`config.mk`:
```
export PLATFORM = sky130hd
export DESIGN_NAME = xor_parity_sched_flat
export DESIGN_NICKNAME = d
export VERILOG_FILES = /design/src/rtl/xor_parity_sched_if.sv /design/src/rtl/xor_parity_sched.sv /design/src/flat_wrapper.sv
export SDC_FILE = /design/constraint.sdc
export NUM_CORES = 1
export LEC_CHECK = 0
export CORE_MARGIN = 8
export CORE_UTILIZATION = 55
export CTS_CLUSTER_DIAMETER = 200
export DETAILED_ROUTE_END_ITERATION = 10
export DONT_BUFFER_PORTS = 1
export PLACE_DENSITY = 0.74
export SETUP_SLACK_MARGIN = 0.02
export SKIP_CTS_REPAIR_TIMING = 1
export SYNTH_ARGS = -nofsm -noshare
export SYNTH_HDL_FRONTEND = slang
export SYNTH_SLANG_ARGS = --single-unit
```
`constraint.sdc`:
```
create_clock -name clk -period 2.6 [get_ports clk]
set_clock_uncertainty 0.2 [all_clocks]
set_input_delay 0.13 -clock clk [delete_from_list [all_inputs] [get_ports clk]]
set_output_delay 0.13 -clock clk [all_outputs]
set_load 0.005 [all_outputs]
```
`src/rtl/xor_parity_sched_if.sv`:
```
`default_nettype none
// ============================================================================
// Module      : xor_parity_sched_if
// Description : Requester-side bundle for the shared bit-serial XOR/XNOR
//               reduction engine. Carries two request/grant/done channels
//               plus the engine busy flag.
//   req0/1    : request level, held by the requester until its grant
//   data0/1   : operand, sampled by the engine on the grant edge
//   mode0/1   : 0 = XOR reduction, 1 = XNOR reduction
//   gnt0/1    : one-cycle grant pulse
//   done0/1   : one-cycle completion pulse
//   result0/1 : reduction result, held until the next completion
//   busy      : engine is processing an operand
//   modport master : requester side; modport slave : engine side
// Revision    : 1.0 - initial release
// ============================================================================
interface xor_parity_sched_if #(
    parameter int WIDTH = 8
);
    logic             req0;
    logic [WIDTH-1:0] data0;
    logic             mode0;
    logic             gnt0;
    logic             done0;
    logic             result0;

    logic             req1;
    logic [WIDTH-1:0] data1;
    logic             mode1;
    logic             gnt1;
    logic             done1;
    logic             result1;

    logic             busy;

    modport master (
        output req0, data0, mode0, req1, data1, mode1,
        input  gnt0, done0, result0, gnt1, done1, result1, busy
    );

    modport slave (
        input  req0, data0, mode0, req1, data1, mode1,
        output gnt0, done0, result0, gnt1, done1, result1, busy
    );
endinterface
`default_nettype wire

```
`src/rtl/xor_parity_sched.sv`:
```
`default_nettype none
// ============================================================================
// Module      : xor_parity_sched
// Description : Round-robin arbitrated, bit-serial XOR/XNOR reduction engine
//               shared by two requesters. One operand bit is folded into a
//               single-bit accumulator per clock, so an operation takes
//               WIDTH cycles after its grant edge.
// Ports       : clk   - rising-edge clock
//               rst_n - asynchronous active-low reset
//               bus   - requester channels (xor_parity_sched_if.slave)
// Parameters  : WIDTH - operand width (2..32)
//               CW    - bit-counter width, 2**CW >= WIDTH
// Revision    : 1.0 - initial release
// ============================================================================
module xor_parity_sched #(
    parameter int WIDTH = 8,
    parameter int CW    = 5
) (
    input  wire logic              clk,
    input  wire logic              rst_n,
    xor_parity_sched_if.slave      bus
);

    typedef enum logic [0:0] {
        S_IDLE = 1'b0,
        S_RUN  = 1'b1
    } state_t;

    localparam logic [CW-1:0] c_last_bit = CW'(WIDTH - 1);

    state_t           r_state;
    logic [WIDTH-1:0] r_sreg;
    logic             r_acc;
    logic [CW-1:0]    r_cnt;
    logic             r_op_mode;
    logic             r_owner;
    logic             r_last_served;
    logic             r_gnt0;
    logic             r_gnt1;
    logic             r_done0;
    logic             r_done1;
    logic             r_result0;
    logic             r_result1;
    logic             r_busy;

    logic             w_any_req;
    logic             w_pick1;

    // Requester 1 wins when it is alone, or when both ask and requester 0
    // was the most recently served.
    always_comb begin
        w_any_req = bus.req0 | bus.req1;
        w_pick1   = bus.req1 & (~bus.req0 | ~r_last_served);
    end

    always_ff @(posedge clk or negedge rst_n) begin
        if (!rst_n) begin
            r_state       <= S_IDLE;
            r_sreg        <= '0;
            r_acc         <= 1'b0;
            r_cnt         <= '0;
            r_op_mode     <= 1'b0;
            r_owner       <= 1'b0;
            r_last_served <= 1'b1;
            r_gnt0        <= 1'b0;
            r_gnt1        <= 1'b0;
            r_done0       <= 1'b0;
            r_done1       <= 1'b0;
            r_result0     <= 1'b0;
            r_result1     <= 1'b0;
            r_busy        <= 1'b0;
        end else begin
            r_gnt0  <= 1'b0;
            r_gnt1  <= 1'b0;
            r_done0 <= 1'b0;
            r_done1 <= 1'b0;

            case (r_state)
                S_IDLE: begin
                    if (w_any_req) begin
                        if (w_pick1) begin
                            r_gnt1    <= 1'b1;
                            r_sreg    <= bus.data1;
                            r_op_mode <= bus.mode1;
                        end else begin
                            r_gnt0    <= 1'b1;
                            r_sreg    <= bus.data0;
                            r_op_mode <= bus.mode0;
                        end
                        r_acc         <= 1'b0;
                        r_cnt         <= '0;
                        r_owner       <= w_pick1;
                        r_last_served <= w_pick1;
                        r_busy        <= 1'b1;
                        r_state       <= S_RUN;
                    end
                end

                S_RUN: begin
                    r_acc  <= r_acc ^ r_sreg[0];
                    r_sreg <= r_sreg >> 1;
                    r_cnt  <= r_cnt + 1'b1;
                    // The last bit is still in sreg[0] on the final edge, so
                    // it is folded directly into the published result.
                    if (r_cnt == c_last_bit) begin
                        if (r_owner) begin
                            r_result1 <= r_acc ^ r_sreg[0] ^ r_op_mode;
                            r_done1   <= 1'b1;
                        end else begin
                            r_result0 <= r_acc ^ r_sreg[0] ^ r_op_mode;
                            r_done0   <= 1'b1;
                        end
                        r_busy  <= 1'b0;
                        r_state <= S_IDLE;
                    end
                end

                default: r_state <= S_IDLE;
            endcase
        end
    end

    assign bus.gnt0    = r_gnt0;
    assign bus.gnt1    = r_gnt1;
    assign bus.done0   = r_done0;
    assign bus.done1   = r_done1;
    assign bus.result0 = r_result0;
    assign bus.result1 = r_result1;
    assign bus.busy    = r_busy;

endmodule
`default_nettype wire
```
`src/flat_wrapper.sv`:
```
// flat-port wrapper written by rule: the top's interface ports become plain ports
module xor_parity_sched_flat 
#(
    parameter int WIDTH = 8,
    parameter int CW    = 5
)
  (clk, rst_n, bus_req0, bus_data0, bus_mode0, bus_req1, bus_data1, bus_mode1, bus_gnt0, bus_done0, bus_result0, bus_gnt1, bus_done1, bus_result1, bus_busy);
  xor_parity_sched_if #(.WIDTH(WIDTH)) bus_i ();
  input  wire logic clk;
  input  wire logic rst_n;
  input wire logic [$bits(bus_i.req0)-1:0] bus_req0;
  input wire logic [$bits(bus_i.data0)-1:0] bus_data0;
  input wire logic [$bits(bus_i.mode0)-1:0] bus_mode0;
  input wire logic [$bits(bus_i.req1)-1:0] bus_req1;
  input wire logic [$bits(bus_i.data1)-1:0] bus_data1;
  input wire logic [$bits(bus_i.mode1)-1:0] bus_mode1;
  output wire logic [$bits(bus_i.gnt0)-1:0] bus_gnt0;
  output wire logic [$bits(bus_i.done0)-1:0] bus_done0;
  output wire logic [$bits(bus_i.result0)-1:0] bus_result0;
  output wire logic [$bits(bus_i.gnt1)-1:0] bus_gnt1;
  output wire logic [$bits(bus_i.done1)-1:0] bus_done1;
  output wire logic [$bits(bus_i.result1)-1:0] bus_result1;
  output wire logic [$bits(bus_i.busy)-1:0] bus_busy;
  assign bus_i.req0 = bus_req0;
  assign bus_i.data0 = bus_data0;
  assign bus_i.mode0 = bus_mode0;
  assign bus_i.req1 = bus_req1;
  assign bus_i.data1 = bus_data1;
  assign bus_i.mode1 = bus_mode1;
  assign bus_gnt0 = bus_i.gnt0;
  assign bus_done0 = bus_i.done0;
  assign bus_result0 = bus_i.result0;
  assign bus_gnt1 = bus_i.gnt1;
  assign bus_done1 = bus_i.done1;
  assign bus_result1 = bus_i.result1;
  assign bus_busy = bus_i.busy;
  xor_parity_sched #(.WIDTH(WIDTH), .CW(CW)) u_core (.clk(clk), .rst_n(rst_n), .bus(bus_i));
endmodule
```
==> impl_metrics.json <==
{
  "run_status": "finished clean",
  "drt_iter0_markers": 29,
  "setup.worst_path.end": "u_core.r_sreg[6]",
  "hold_class": "in -> async",
  "final.setup.tns_ns": 0,
  "synthesis.nets": 150,
  "start_to_end_type_of_the_worst_setup_path": "reg -> reg",
  "path_depth": 4,
  "grt.overflow.total": 0,
  "tritoncts.num_buffers": 3,
  "first_pass_grt_wire_length_um": 4400,
  "ir_worst_vdd_uv": 470,
  "row_count": 18,
  "worstSetupStartpoint": "u_core.r_last_served",
  "worst-slew-pin-transition_ns": 0.720,
  "die-width_um": 65.9,
  "routed_wire_length_per_instance_um": 17.2,
  "grt_pass1_vias": 945,
  "power.density_nw_per_um2": 875,
  "buffer_and_inverter_count_on_the_worst_path": 1,
  "final-setup-viol-count": 0,
  "synth_ff_type": "sky130_fd_sc_hd__dfrtp_1",
  "root_buffer": "sky130_fd_sc_hd__clkbuf_4",
  "synth_top_cells_by_count": "sky130_fd_sc_hd__dfrtp_1 (24), sky130_fd_sc_hd__nand2_1 (16), sky130_fd_sc_hd__nor3b_1 (14)",
  "n_fill_cell": 166,
  "pin_count_of_the_biggest_net_entering_global_routing": 28,
  "timing.critical_path.slowest_stage_cell": "sky130_fd_sc_hd__dlygate4sd3_1",
  "arrival_ns": 2.45,
  "drive_above_1_share": 0.131,
  "initial_core_util": 0.569,
  "ordered_cell_list_for_the_critical_path": "nor2b_1 -> nor3b_1 -> o41ai_1 -> dlygate4sd3_1",
  "synth.cell_area_um2": 1370,
  "core_area_um2": 2410,
  "worst_path_dominant_cell_family": "simple AND/OR/NAND/NOR gates",
  "h_tree_levels": 1,
  "max_cap_viol_count": 0,
  "synth_most_common_cell": "sky130_fd_sc_hd__dfrtp_1",
  "timing.reg2reg.setup_slack_ns": 0.23,
  "io_pins": 29,
  "reg2reg_to": "u_core.r_sreg[6]",
  "post_synth_inst_count": 127,
  "yosys.area.top_type_share": 0.438,
  "globalplace.congestion": 0.722,
  "post-route-period-util": 0.913,
  "areaGrowthSynthToFinish_pct": 18.4,
  "cp_data_required_time_ns": 2.68,
  "die-height_um": 65.9,
  "worst_path_max_stage_delay_ns": 0.60,
  "share_of_synthesized_flip_flops_with_an_asynchronous_set_or_reset": 1.00,
  "syn_area_per_cell_um2": 10.8,
  "worst_case_headroom_to_the_max_slew_limit": 0.518,
  "design.die.area_um2": 4340,
  "drt_drc_violations_left": 0,
  "cts_tree": "done",
  "synth_cell_type_count": 34,
  "groute.usage.overall": 0.125,
  "hold_viol_final": 0,
  "routed_via_count": 1070,
  "yosys_warnings": 0,
  "critPathMaxFanout": 11,
  "antenna_left": 0,
  "reg2reg_from": "u_core.r_last_served",
  "crit_path_start_kind": "flip-flop",
  "ys_seq_elements": 25,
  "final_routed_wirelength_um": 3010,
  "maxClockFrequency_mhz": 421,
  "drtPass1Iterations": 4,
  "design.final.nets": 169,
  "post_synth_main_area_contributors": "sky130_fd_sc_hd__dfrtp_1 (44%), sky130_fd_sc_hd__nor3b_1 (7.7%), sky130_fd_sc_hd__nand2_1 (4.4%), sky130_fd_sc_hd__a211oi_1 (3.8%), sky130_fd_sc_hd__mux2i_1 (3.7%)",
  "viasPerCell": 6.11,
  "timing.final.max_slew_violations": 0,
  "final_area_um2": 1620,
  "cts.sinks": 25,
  "total_leakage_power_nw": 0.730,
  "yosysSeqAreaShare": 0.458,
  "yosysTopAreaCell": "sky130_fd_sc_hd__dfrtp_1",
  "ff2ff_path_depth": 4,
  "cp-end-kind": "flip-flop",
  "synth-edff-count": 0,
  "longest_clk_path_bufs": 2,
  "fin_util": 0.673,
  "cts.clk_slew.worst_paths_ns": 0.16,
  "insertion_delay_ns": 0.32,
  "postPlaceCellArea_um2": 1360,
  "hpwlAfterDp_um": 1870,
  "final.min_clock_period_ns": 2.37,
  "initial_antenna_violation_count": 0,
  "antennaDiodeCount": 0,
  "numPortBuffers": 0,
  "rsz_0062_raised_after_global_routing": "false"
}
registers in the layout, summed over array words and instances, names as in the netlist:
signal and flops:
u_core.bus.busy 1, u_core.bus.done0 1, u_core.bus.done1 1, u_core.bus.gnt0 1, u_core.bus.gnt1 1, u_core.bus.result0 1
u_core.bus.result1 1, u_core.r_acc 1, u_core.r_cnt 5, u_core.r_last_served 1, u_core.r_op_mode 1, u_core.r_owner 1
u_core.r_sreg 8, u_core.r_state 1
how the worst min path moves through the flow:
stage	from	endpoint	slack, ns	depth (start not counted)
3_5_place_dp	rst_n	u_core.bus.result1	-0.36	0
2_1_floorplan	rst_n	u_core.bus.busy	-0.37	0
6_report	rst_n	u_core.bus.done1	0.009	2
5_1_grt	rst_n	u_core.bus.done1	0.008	2
3_3_place_gp	rst_n	u_core.r_cnt[2]	-0.36	0
4_1_cts	rst_n	u_core.bus.done1	-0.73	0
where the power goes:
group	switching, mW	internal (mW)
logic	0.236	0.302
registers	0.161	0.540
clock network	0.122	0.0587
total	0.520	0.901
stage by stage:
stage / instances / setup WS [ns] / total power, mW / hold slack [ns]
2_1_floorplan: 127 / 0.972 / 1.05 / -0.366
3_3_place_gp: 149 / 0.927 / 1.11 / -0.365
3_5_place_dp: 149 / 0.842 / 1.14 / -0.365
4_1_cts: 153 / 0.812 / 1.32 / -0.733
5_1_grt: 175 / 0.115 / 1.53 / 0.00787
6_report: 175 / 0.226 / 1.42 / 0.00893
area by class of cell:
cell class                 instances  area, um2  share of cell area
clock buffer                       3       22.5              0.0139
clock inverter                     1       7.51             0.00463
inverter                           1       3.75             0.00231
multi-input combinational         91        679               0.419
sequential                        25        627               0.386
tap                               30       37.5              0.0231
timing repair buffer              24        245               0.151
metal layers:
layer | share of wire | track usage
met5 | 0 | 0
met4 | 0.013 | 0.0409
met3 | 0.062 | 0.0305
met2 | 0.51 | 0.202
met1 | 0.41 | 0.159
placed cells by master (no fill, tap or decap):
| cell type | count |
|---|---|
| sky130_fd_sc_hd__dfrtp_1 | 24 |
| sky130_fd_sc_hd__dlygate4sd3_1 | 21 |
| sky130_fd_sc_hd__nand2_1 | 16 |
| sky130_fd_sc_hd__nor3b_1 | 14 |
| sky130_fd_sc_hd__a211oi_1 | 7 |
| sky130_fd_sc_hd__o21ai_0 | 6 |
| sky130_fd_sc_hd__and2b_1 | 6 |
| sky130_fd_sc_hd__mux2i_1 | 5 |
| sky130_fd_sc_hd__xor2_1 | 4 |
| sky130_fd_sc_hd__o41ai_1 | 4 |
| sky130_fd_sc_hd__nor2_1 | 3 |
| sky130_fd_sc_hd__nor2b_1 | 3 |
| sky130_fd_sc_hd__o41ai_2 | 3 |
| sky130_fd_sc_hd__clkbuf_4 | 3 |
| sky130_fd_sc_hd__nor3_1 | 2 |
| sky130_fd_sc_hd__nand3_1 | 2 |
| sky130_fd_sc_hd__mux2_2 | 2 |
| sky130_fd_sc_hd__o22a_1 | 2 |
| sky130_fd_sc_hd__buf_4 | 2 |
| sky130_fd_sc_hd__nand4b_4 | 1 |
| sky130_fd_sc_hd__nor3b_2 | 1 |
| sky130_fd_sc_hd__nor3_2 | 1 |
| sky130_fd_sc_hd__and2_1 | 1 |
| sky130_fd_sc_hd__nand2b_1 | 1 |
| sky130_fd_sc_hd__nor2_2 | 1 |
| sky130_fd_sc_hd__nand4_1 | 1 |
| sky130_fd_sc_hd__a21oi_1 | 1 |
| sky130_fd_sc_hd__inv_1 | 1 |
| sky130_fd_sc_hd__a21boi_4 | 1 |
| sky130_fd_sc_hd__a211oi_2 | 1 |
| sky130_fd_sc_hd__o31ai_1 | 1 |
| sky130_fd_sc_hd__ha_1 | 1 |
| sky130_fd_sc_hd__clkinvlp_4 | 1 |
| sky130_fd_sc_hd__buf_12 | 1 |
| sky130_fd_sc_hd__dfstp_2 | 1 |
kinds of logic (layout without fill, tap and decap cells):
logic type / after synthesis / after routing / synth area share
AND/OR/NAND/NOR: 53 / 53 / 0.242
AO/OA/AOI/OAI: 26 / 26 / 0.166
flip-flops: 25 / 25 / 0.458
buffers and inverters: 11 / 29 / 0.0466
multiplexers: 7 / 7 / 0.0530
XOR/XNOR: 4 / 4 / 0.0256
adder cells (fa/ha/maj): 1 / 1 / 0.00913
Power figures use the tool's default switching activity.
